File: config.mk
export PLATFORM = sky130hd
export DESIGN_NAME = wb_xbar_1ton
export DESIGN_NICKNAME = d
export VERILOG_FILES = /design/src/rtl/wb_xbar_1ton.sv
export SDC_FILE = /design/constraint.sdc
export NUM_CORES = 1
export LEC_CHECK = 0
export ABC_AREA = 1
export ABC_CLOCK_PERIOD_IN_PS = 2700
export CORE_AREA = 5 5 135 137
export CTS_CLUSTER_DIAMETER = 100
export DETAILED_ROUTE_END_ITERATION = 8
export DIE_AREA = 0 0 140 142
export GPL_TIMING_DRIVEN = 1
export SLEW_MARGIN = 30
export SYNTH_ARGS = -nofsm -noshare
export SYNTH_HDL_FRONTEND = slang
export SYNTH_SLANG_ARGS = --single-unit
File: constraint.sdc
create_clock -name wb_clk_i -period 2.7 [get_ports wb_clk_i]
set_input_delay 0.81 -clock wb_clk_i [delete_from_list [all_inputs] [get_ports wb_clk_i]]
set_output_delay 0.81 -clock wb_clk_i [all_outputs]
set_load 0.05 [all_outputs]
File: src/rtl/wb_xbar_1ton.sv
// Wishbone classic 1-master-to-N-slave decoder/mux with unmapped-address and timeout error reporting.
// Latency: slave strobe one cycle after the request is decoded; ack/data pass through combinationally.
// Backpressure: the master waits on ack/err; dropping cyc aborts silently; a silent slave is cut off by the timeout.
module wb_xbar_1ton #(
  parameter int NUM_SLAVES     = 4,
  parameter int ADDR_WIDTH     = 32,
  parameter int DATA_WIDTH     = 32,
  parameter logic [NUM_SLAVES*ADDR_WIDTH-1:0] SLAVE_BASE = '0,
  parameter logic [NUM_SLAVES*ADDR_WIDTH-1:0] SLAVE_MASK = '0,
  parameter int TIMEOUT_CYCLES = 255
) (
  input  logic                             wb_clk_i,
  input  logic                             wb_rst_i,
  input  logic [ADDR_WIDTH-1:0]            wbm_adr_i,
  input  logic [DATA_WIDTH-1:0]            wbm_dat_i,
  input  logic                             wbm_we_i,
  input  logic [DATA_WIDTH/8-1:0]          wbm_sel_i,
  input  logic                             wbm_cyc_i,
  input  logic                             wbm_stb_i,
  output logic [DATA_WIDTH-1:0]            wbm_dat_o,
  output logic                             wbm_ack_o,
  output logic                             wbm_err_o,
  output logic [ADDR_WIDTH-1:0]            wbs_adr_o,
  output logic [DATA_WIDTH-1:0]            wbs_dat_o,
  output logic                             wbs_we_o,
  output logic [DATA_WIDTH/8-1:0]          wbs_sel_o,
  output logic [NUM_SLAVES-1:0]            wbs_cyc_o,
  output logic [NUM_SLAVES-1:0]            wbs_stb_o,
  input  logic [NUM_SLAVES*DATA_WIDTH-1:0] wbs_dat_i,
  input  logic [NUM_SLAVES-1:0]            wbs_ack_i,
  output logic                             err_pending_o,
  output logic [1:0]                       err_cause_o,
  output logic [ADDR_WIDTH-1:0]            err_adr_o,
  input  logic                             err_clr_i
);

  localparam int SEL_W = (NUM_SLAVES > 1) ? $clog2(NUM_SLAVES) : 1;
  localparam int CNT_W = (TIMEOUT_CYCLES > 2) ? $clog2(TIMEOUT_CYCLES) : 1;
  localparam logic [CNT_W-1:0] CNT_LAST = CNT_W'((TIMEOUT_CYCLES > 0) ? TIMEOUT_CYCLES - 1 : 0);

  localparam logic [1:0] ST_IDLE = 2'd0;
  localparam logic [1:0] ST_BUSY = 2'd1;
  localparam logic [1:0] ST_ERR  = 2'd2;

  localparam logic [1:0] CAUSE_UNMAP = 2'b01;
  localparam logic [1:0] CAUSE_TMO   = 2'b10;

  logic [1:0]            r_state;
  logic [SEL_W-1:0]      r_sel;
  logic [CNT_W-1:0]      r_cnt;
  logic                  r_err_pending;
  logic [1:0]            r_err_cause;
  logic [ADDR_WIDTH-1:0] r_err_adr;

  logic                  w_hit_any;
  logic [SEL_W-1:0]      w_hit_idx;
  logic                  w_sel_ack;
  logic [DATA_WIDTH-1:0] w_sel_dat;
  logic                  w_busy;
  logic                  w_req;
  logic                  w_unmapped;
  logic                  w_timeout;

  assign w_busy     = (r_state == ST_BUSY);
  assign w_req      = wbm_cyc_i & wbm_stb_i;
  assign w_unmapped = (r_state == ST_IDLE) & w_req & ~w_hit_any;
  assign w_timeout  = (TIMEOUT_CYCLES != 0) & w_busy & wbm_cyc_i & ~w_sel_ack & (r_cnt == CNT_LAST);

  // Address decode; scanning from the top down leaves the lowest hitting window selected.
  always_comb begin
    w_hit_any = 1'b0;
    w_hit_idx = '0;
    for (int i = NUM_SLAVES - 1; i >= 0; i--) begin
      if ((wbm_adr_i & SLAVE_MASK[i*ADDR_WIDTH +: ADDR_WIDTH]) == SLAVE_BASE[i*ADDR_WIDTH +: ADDR_WIDTH]) begin
        w_hit_any = 1'b1;
        w_hit_idx = SEL_W'(i);
      end
    end
  end

  // Pick the latched slave's ack and read data; other slaves' acks never reach the master.
  always_comb begin
    w_sel_ack = 1'b0;
    w_sel_dat = '0;
    for (int i = 0; i < NUM_SLAVES; i++) begin
      if (SEL_W'(i) == r_sel) begin
        w_sel_ack = wbs_ack_i[i];
        w_sel_dat = wbs_dat_i[i*DATA_WIDTH +: DATA_WIDTH];
      end
    end
  end

  // Slave-side steering and master-side responses; nothing is routed outside BUSY.
  always_comb begin
    wbs_cyc_o = '0;
    wbs_stb_o = '0;
    if (w_busy) begin
      for (int i = 0; i < NUM_SLAVES; i++) begin
        if (SEL_W'(i) == r_sel) begin
          wbs_cyc_o[i] = wbm_cyc_i;
          wbs_stb_o[i] = wbm_cyc_i & wbm_stb_i;
        end
      end
    end
    // Gated by cyc so an abort never completes, and by reset so a late slave ack is dropped.
    wbm_ack_o = w_busy & wbm_cyc_i & w_sel_ack & ~wb_rst_i;
    wbm_err_o = (r_state == ST_ERR);
    wbm_dat_o = w_busy ? w_sel_dat : '0;
  end

  assign wbs_adr_o     = wbm_adr_i;
  assign wbs_dat_o     = wbm_dat_i;
  assign wbs_we_o      = wbm_we_i;
  assign wbs_sel_o     = wbm_sel_i;
  assign err_pending_o = r_err_pending;
  assign err_cause_o   = r_err_cause;
  assign err_adr_o     = r_err_adr;

  // Transfer FSM: latch the decoded slave, track ack-less cycles, emit a one-cycle error.
  always_ff @(posedge wb_clk_i) begin
    if (wb_rst_i) begin
      r_state <= ST_IDLE;
      r_sel   <= '0;
      r_cnt   <= '0;
    end else begin
      case (r_state)
        ST_IDLE: begin
          if (w_req) begin
            if (w_hit_any) begin
              r_state <= ST_BUSY;
              r_sel   <= w_hit_idx;
              r_cnt   <= '0;
            end else begin
              r_state <= ST_ERR;
            end
          end
        end
        ST_BUSY: begin
          if (!wbm_cyc_i || w_sel_ack) begin
            r_state <= ST_IDLE;
          end else if (w_timeout) begin
            r_state <= ST_ERR;
          end else if (TIMEOUT_CYCLES != 0) begin
            r_cnt <= r_cnt + 1'b1;
          end
        end
        default: r_state <= ST_IDLE;
      endcase
    end
  end

  // Sticky fault status; a fault detected alongside a clear keeps the flag set with the new details.
  always_ff @(posedge wb_clk_i) begin
    if (wb_rst_i) begin
      r_err_pending <= 1'b0;
      r_err_cause   <= 2'b00;
      r_err_adr     <= '0;
    end else if (w_unmapped || w_timeout) begin
      r_err_pending <= 1'b1;
      r_err_cause   <= w_unmapped ? CAUSE_UNMAP : CAUSE_TMO;
      r_err_adr     <= wbm_adr_i;
    end else if (err_clr_i) begin
      r_err_pending <= 1'b0;
    end
  end

endmodule

; Word level (Yosys, flattened, before mapping)
; Cells that the tools add are included.
[word_totals]
output_inout_bits = 146
word_cells = 41
reg_bits = 44
[classes]
n_mux = 13
n_bitwise = 8
n_addsub = 1
n_reduce_logical = 7
n_eq_ne = 7
[op_table]
columns = operator, count
row1 = $mux 32, 1
row2 = $mux 8, 3
row3 = $pmux 8 s2, 1
row4 = $add 8x1->8 const B, 1
row5 = $eq 8x8->1 const B, 1
row6 = $and 1x1->1, 6
row7 = $mux 2, 3
row8 = $ne 2x2->1 const B, 3
row9 = $mux 1, 4
row10 = $pmux 2 s2, 1
row11 = $reduce_and 4->1, 1
row12 = $reduce_bool 2->1, 2
row13 = $ne 3x1->1 const B, 1
row14 = $eq 2x1->1 const B, 1
row15 = $eq 2x2->1 const B, 1
row16 = $logic_not 2->1, 1
row17 = $not 1->1, 2
row18 = $reduce_and 2->1, 1
row19 = $logic_not 1->1, 1
row20 = $logic_or 1x1->1, 1

; Logic depth before layout (Yosys ltp)
; Gate-level depths: netlist of run 1.
[logic_depth]
ltp_word = 7
mapped_depth = 10
ltp_nobuf = 9

; Least setup slack after synthesis of run 1
; No wires, ideal clock.
[synth_path]
path_kind = input port to output port
start = input wbm_cyc_i
end = output wbm_ack_o
path_stages = 2
arrival_time_ps = 2383
required_time_ps = 1890
slack_ps = -493
path_buffers = 0
path_cell_list = inv_1 -> nor4_1
[synth_between]
elab_chain_cells = 3
[synth_lines]
columns = item, line_no
row1 = start: declaration, 18  ; input logic wbm_cyc_i,
row2 = $and 1x1->1 (3 in series), 106  ; wbm_ack_o = w_busy & wbm_cyc_i & w_sel_ack & ~wb_rst_i;
row3 = end: declaration, 21  ; output logic wbm_ack_o,
; No other way between the ends.

; Worst setup path after layout of run 1
[layout_path]
start = input wbs_ack_i[0]
end = output wbm_ack_o
[layout_between]
elab_chain_cells = 2
[layout_lines]
columns = item, line_no
row1 = start: declaration, 30  ; input logic [NUM_SLAVES-1:0] wbs_ack_i,
row2 = $and 1x1->1 (2 in series), 106
; No other way between the ends.

==> reports/results.tsv, run 1 <==
metric	value	unit
GR Overflow Total	0	
Routed WL per cell	12.1	um
Yosys reg bits	44	
cell count after synthesis	386	
Critical Path Stages	4	
Hold WS	470	ps
Die X	140	um
Post-synth top flop	dfxtp_1	
Peak VDD IR	275	uV
Pre-antenna DRT Iters	4	
FF-to-FF Start	r_state[1]	
TritonCTS Buffers	5	
Fin. Hold Viols	0	
Syn Std Cell Area	2620	um2
P&R area growth vs syn	88.5	%
cell count of the worst reg-to-reg path	7	
R2R Path End	err_adr_o[18]	
DR vias	2583	
register area share after synthesis	33.7	%
max-cap viol count	0	
CP endpoint kind	primary output	
CP max-delay cell	clkdlybuf4s50_1	
Tmin final	2630	ps
Final Cycle Share	97.5	%
Worst path max stage delay	480	ps
hpwl dp	7.12	mm
clock tree root buffer cell	clkbuf_16	
max-slew violations	0	
fin nets	696	
Worst Hold Class	register to register	
min-delay src	err_pending_o	
clk buf depth	2	
IO Count	352	
clock sinks	44	
clock tree from TritonCTS	built	
P_leak	2.03	nW
final WL	8.62	mm
worst hold path endpoint	err_pending_o	
Crit Path Class	primary input to primary output	
top sig layer	met5	
Antenna Nets Post-Route	0	
pin count of the biggest net entering global routing	34	
die area	19900	um2
Post-CTS Setup Bufs	0	
CP max FO	2	
Setup Skew	7.68	ps
Worst Hold Depth	2	
PwrDens	386	nW/um2
met3 WL post-DR	1.54	mm
Slew HR	64.3	%
Required @ worst endpoint	1890	ps
CP startpoint kind	primary input	
global placer's final weighted congestion	0.807	
outcome	complete, no violations	
Post-Syn Area per Cell	6.78	um2
Tightest Pin Transition	534	ps
GRT Overall Usage	8.38	%
flop-to-flop setup slack	1030	ps
setup_tns	0	ps
chip height	142	um
final setup fails	0	
hold bufs inserted after CTS	0	
Yosys warning count	0	
number of flops mapped to enable cells by yosys	0	
antenna violations before repair	1	
Port Buffers	171	
Critical Path AT	1820	ps
DR iter-0 viols	91	
clk slew on worst S/H paths	70	ps
core area	16900	um2
Netlist cell types	26	
layout cells sized above 1	19.2	%
first-pass GRT wire length	13.2	mm
H-tree levels	2	
DR vias/cell	3.62	
drc violations	0	
Fmax achieved	0.380	GHz
CP cell instances	clkdlybuf4s50_1 > inv_1 > nor4_4 > buf_12	
Async S/R FF share, synth	0	%
Metal-1 WL	3.31	mm
vias in the first global route	2458	
ant diodes	0	
FILL cells	1800	
CP bufs+invs	3	
unrepaired setup endpoints after global routing	false	
starting density of the core	15.4	%
row count	48	
worst-skew pair later-pin latency	290	ps
CP top delay family	buffers and inverters	
WL met2	3.49	mm
[cells in the final DEF, fill, tap and decap left out, drive strengths merged]
master | synthesis | final
a21oi | 8 | 8
buf | 84 | 76
bufinv | 0 | 1
clkbuf | 7 | 5
clkdlybuf4s50 | 0 | 103
clkinvlp | 0 | 1
conb | 1 | 7
dfxtp | 44 | 44
dlymetal6s2s | 0 | 1
ha | 2 | 2
inv | 47 | 48
nand2 | 30 | 30
nand3 | 8 | 8
nand3b | 2 | 2
nand4 | 1 | 1
nor2 | 115 | 115
nor3b | 1 | 1
nor4 | 1 | 1
o21ai | 34 | 34
o21bai | 1 | 1
[kinds of logic (layout without fill, tap and decap cells)]
family                   after synthesis  in the layout  synth area share (%)
other                                  1              7                 0.143
buffers and inverters                138            235                  32.2
flip-flops                            44             44                  33.7
AND/OR/NAND/NOR                      158            158                  24.5
adder cells (fa/ha/maj)                2              2                 0.956
AO/OA/AOI/OAI                         43             43                  8.47
[power breakdown]
group / leakage (nW) / total (mW) / internal, mW / switching, mW
combinational: 1.59 / 0.533 / 0.260 / 0.273
clock: 0.0804 / 0.721 / 0.440 / 0.281
sequential: 0.354 / 0.651 / 0.650 / 0.000965
[how the worst max path moves through the flow]
stage	slack [ps]	start	end
detailed placement	-50	wbm_cyc_i	wbm_ack_o
floorplan	70	wbm_cyc_i	wbm_ack_o
global route	30	wbs_ack_i[0]	wbm_ack_o
CTS	20	wbs_ack_i[0]	wbm_ack_o
global placement	-60	wbm_cyc_i	wbm_ack_o
finish	70	wbs_ack_i[0]	wbm_ack_o
[metal layers]
metal	global-route usage [%]	up-vias
met2	12.3	168
li1	-	1283
met5	0	-
met4	3.57	2
met1	9.04	1098
met3	6.38	32
[registers in the layout (all words and copies together) (netlist names)]
signal	cells
err_cause_o	1
r_state	2
r_cnt	8
err_pending_o	1
err_adr_o	32
[tightest hold or removal path: cells and delay by family (launching register included)]
kind             cells  cell delay [ps]
AND/OR/NAND/NOR      1               60
AO/OA/AOI/OAI        1               50
flip-flops           1              310
[synth_stat cells, types with 2 or more instances]
master	number	area, um2
buf_2	2	10.0
inv_2	2	7.51
clkbuf_1	7	26.3
o21ai_0	22	110
nand3b_1	2	15.0
ha_1	2	25.0
nand2_1	28	105
buf_4	76	571
buf_6	5	56.3
dfxtp_1	44	881
nand3_1	7	35.0
a21oi_1	8	40.0
nor2_1	114	428
o21ai_1	11	55.1
inv_1	45	169
[repair_timing]
action | in CTS | in global routing
cloned | 0 | 0
pin swaps | 1 | 1
endpoints found under the setup margin | 2 | 2
resized for setup | 2 | 2
[through the flow]
| step | area [um2] | util, % | setup slack, ps | cells | power (mW) |
|---|---|---|---|---|---|
| 3_5_place_dp | 4750 | 28.0 | -48.4 | 706 | 1.20 |
| 4_1_cts | 4930 | 29.1 | 19.7 | 714 | 1.94 |
| 5_1_grt | 4930 | 29.1 | 27.1 | 714 | 1.99 |
| 2_1_floorplan | 2650 | - | 74.0 | 392 | 1.08 |
| 6_report | 4930 | 29.1 | 67.5 | 714 | 1.90 |
| 3_3_place_gp | 4750 | 28.0 | -63.4 | 706 | 1.20 |
[final cells by class]
| class | instances | area (um2) | area share (%) |
|---|---|---|---|
| Timing Repair Buffer | 180 | 2490 | 50.5 |
| Inverter | 47 | 176 | 3.58 |
| Multi-Input combinational cell | 210 | 932 | 18.9 |
| Sequential cell | 44 | 881 | 17.9 |
| Clock buffer | 5 | 125 | 2.54 |
| Tap cell | 225 | 282 | 5.71 |
| Clock inverter | 3 | 46.3 | 0.939 |
Power figures use the tool's default switching activity.
==> run 2: changes to the inputs <==
--- a/config.mk
+++ b/config.mk
@@ -8,9 +8,12 @@
 export ABC_AREA = 1
 export ABC_CLOCK_PERIOD_IN_PS = 2700
-export CORE_AREA = 5 5 135 137
+export CELL_PAD_IN_SITES_DETAIL_PLACEMENT = 1
+export CELL_PAD_IN_SITES_GLOBAL_PLACEMENT = 2
+export CORE_MARGIN = 5
+export CORE_UTILIZATION = 11
 export CTS_CLUSTER_DIAMETER = 100
 export DETAILED_ROUTE_END_ITERATION = 8
-export DIE_AREA = 0 0 140 142
 export GPL_TIMING_DRIVEN = 1
+export PLACE_DENSITY_LB_ADDON = 0.1
 export SLEW_MARGIN = 30
 export SYNTH_ARGS = -nofsm -noshare
==> constraint.sdc (replaced) <==
create_clock -name wb_clk_i -period 2.7 [get_ports wb_clk_i]
set_input_delay 0.405 -clock wb_clk_i [delete_from_list [all_inputs] [get_ports wb_clk_i]]
set_output_delay 0.405 -clock wb_clk_i [all_outputs]
set_load 0.05 [all_outputs]
==> run 2 against run 1 <==
- sequential power is essentially flat
- total power shrank 3.9%
- sequential share of layout area grew 2.6 points
- largest power group unchanged
==> reports/results.tsv, run 2 (same netlist as run 1, synthesis figures left out) <==
metric	value	unit	change
core area	23500	um2	+39%
IO Count	352		unchanged
antenna violations before repair	0		-1
R2R Path End	err_adr_o[16]		
worst setup path end	wbs_adr_o[7]		
CP bufs+invs	2		-1
CP startpoint kind	primary input		
unrepaired setup endpoints after global routing	false		
post-CTS sizing	0		-2
flop-to-flop setup slack	890	ps	-140 ps
Die X	164	um	+17%
Post-DP Area	4120	um2	-13%
CP most frequent cell	clkdlybuf4s50_1		
Tightest Pin Transition	592	ps	+58.5 ps
max-slew violations	0		unchanged
Port Buffers	171		unchanged
GRT Overall Usage	7.31	%	-1.1 points
Largest register FFs	32		unchanged
Worst path max stage delay	820	ps	+340 ps
hpwl dp	8.14	mm	+14%
DR vias/cell	3.17		-12%
clock sinks	44		unchanged
setup_tns	0	ps	unchanged
GR Overflow Total	0		unchanged
Crit Path Class	primary input to primary output		
CP endpoint kind	primary output		
CP max-delay cell	clkdlybuf4s50_1		
Antenna Nets Post-Route	0		unchanged
Routed WL per cell	12.7	um	+5.5%
Critical Path Stages	2		-2
Fin. Hold Viols	0		unchanged
Post-CTS Setup Bufs	0		unchanged
chip height	164	um	+16%
commonest non-fill, non-tap cells in the layout	136 x clkdlybuf4s50_1, 114 x nor2_1, 45 x inv_1		
PwrDens	426	nW/um2	+10%
worst-skew pair later-pin latency	300	ps	about the same
DR vias	2559		-0.93%
clock tree root buffer cell	clkbuf_16		
die area	27000	um2	+36%
commonest non-fill, non-tap cell in the layout	clkdlybuf4s50_1		
starting density of the core	11.1	%	-4.3 points
Required @ worst endpoint	2300	ps	+410 ps
cell count of the worst reg-to-reg path	8		+1
outcome	complete, no violations		
CP cell instances	clkdlybuf4s50_1 > clkdlybuf4s50_1		
DR iter-0 viols	54		-41%
Peak VDD IR	168	uV	-39%
ant diodes	0		unchanged
Pre-antenna DRT Iters	4		unchanged
TritonCTS Buffers	5		unchanged
CP top delay family	buffers and inverters		
Worst Hold Class	register to register		
Sequential cell area	881	um2	unchanged
pin count of the biggest net entering global routing	37		+8.8%
layout cells sized above 1	11.9	%	-7.3 points
final WL	10.3	mm	+19%
clock tree from TritonCTS	built		
H-tree levels	2		unchanged
Setup Skew	8.59	ps	+0.912 ps
Slew HR	60.4	%	-3.9 points
CP Launch Point	wbm_adr_i[7]		
vias in the first global route	2657		+8.1%
Design Area, Final	4300	um2	-13%
row count	56		+17%
FF-to-FF Start	r_cnt[0]		
final setup fails	0		unchanged
clk buf depth	2		unchanged
P_leak	1.75	nW	-14%
Critical Path AT	1730	ps	-90 ps
Fmax achieved	0.467	GHz	+23%
fin nets	695		-0.14%
first-pass GRT wire length	15.0	mm	+13%
multi-input logic area	915	um2	-1.9%
CP max FO	2		unchanged
FILL cells	2816		+56%
clk slew on worst S/H paths	70	ps	about the same
global placer's final weighted congestion	0.621		-23%
max-cap viol count	0		unchanged
P&R area growth vs syn	64.2	%	
Tmin final	2140	ps	-493 ps
Final Cycle Share	79.3	%	-18 points
hold bufs inserted after CTS	0		unchanged
drc violations	0		unchanged
fin util	18.3	%	-11 points
-- run 2: stage by stage --
stage	power (mW)	setup WS (ps)	hold WS, ps	cells
2_1_floorplan	1.08	250	460	392
3_3_place_gp	1.09	549	453	799
3_5_place_dp	1.10	548	464	799
4_1_cts	1.88	543	486	807
5_1_grt	1.92	495	507	807
6_report	1.83	560	481	807
-- run 2: power by group --
group	switching (mW)	total, mW	internal, mW
clock network	0.292	0.757	0.465
logic	0.253	0.422	0.169
registers	0.00103	0.651	0.650
-- run 2: layout make-up --
type | instances | area share (%)
clock buffers | 6 | 3.23
inverters | 47 | 4.11
clock inverters | 2 | 0.903
well taps | 319 | 9.29
repair buffers | 179 | 40.7
flip-flops and latches | 44 | 20.5
multi-input cells | 210 | 21.3
-- run 2: worst min path at each step --
stage / start / to / slack [ps] / cells after the start
floorplan: r_cnt[6] / r_cnt[6] / 460 / 2
global placement: err_cause_o[1] / err_cause_o[1] / 450 / 2
detailed placement: err_cause_o[1] / err_cause_o[1] / 460 / 2
CTS: err_pending_o / err_pending_o / 490 / 2
global route: err_adr_o[26] / err_adr_o[26] / 510 / 2
finish: err_pending_o / err_pending_o / 480 / 2
-- run 2: routing by layer --
metal / vias to the layer above / routed length (um) / GRT usage (%)
li1: 1286 / - / -
met1: 1170 / 4180 / 8.44
met2: 86 / 5290 / 12.8
met3: 17 / 639 / 1.96
met4: 0 / 171 / 2.97
met5: - / 0 / 0
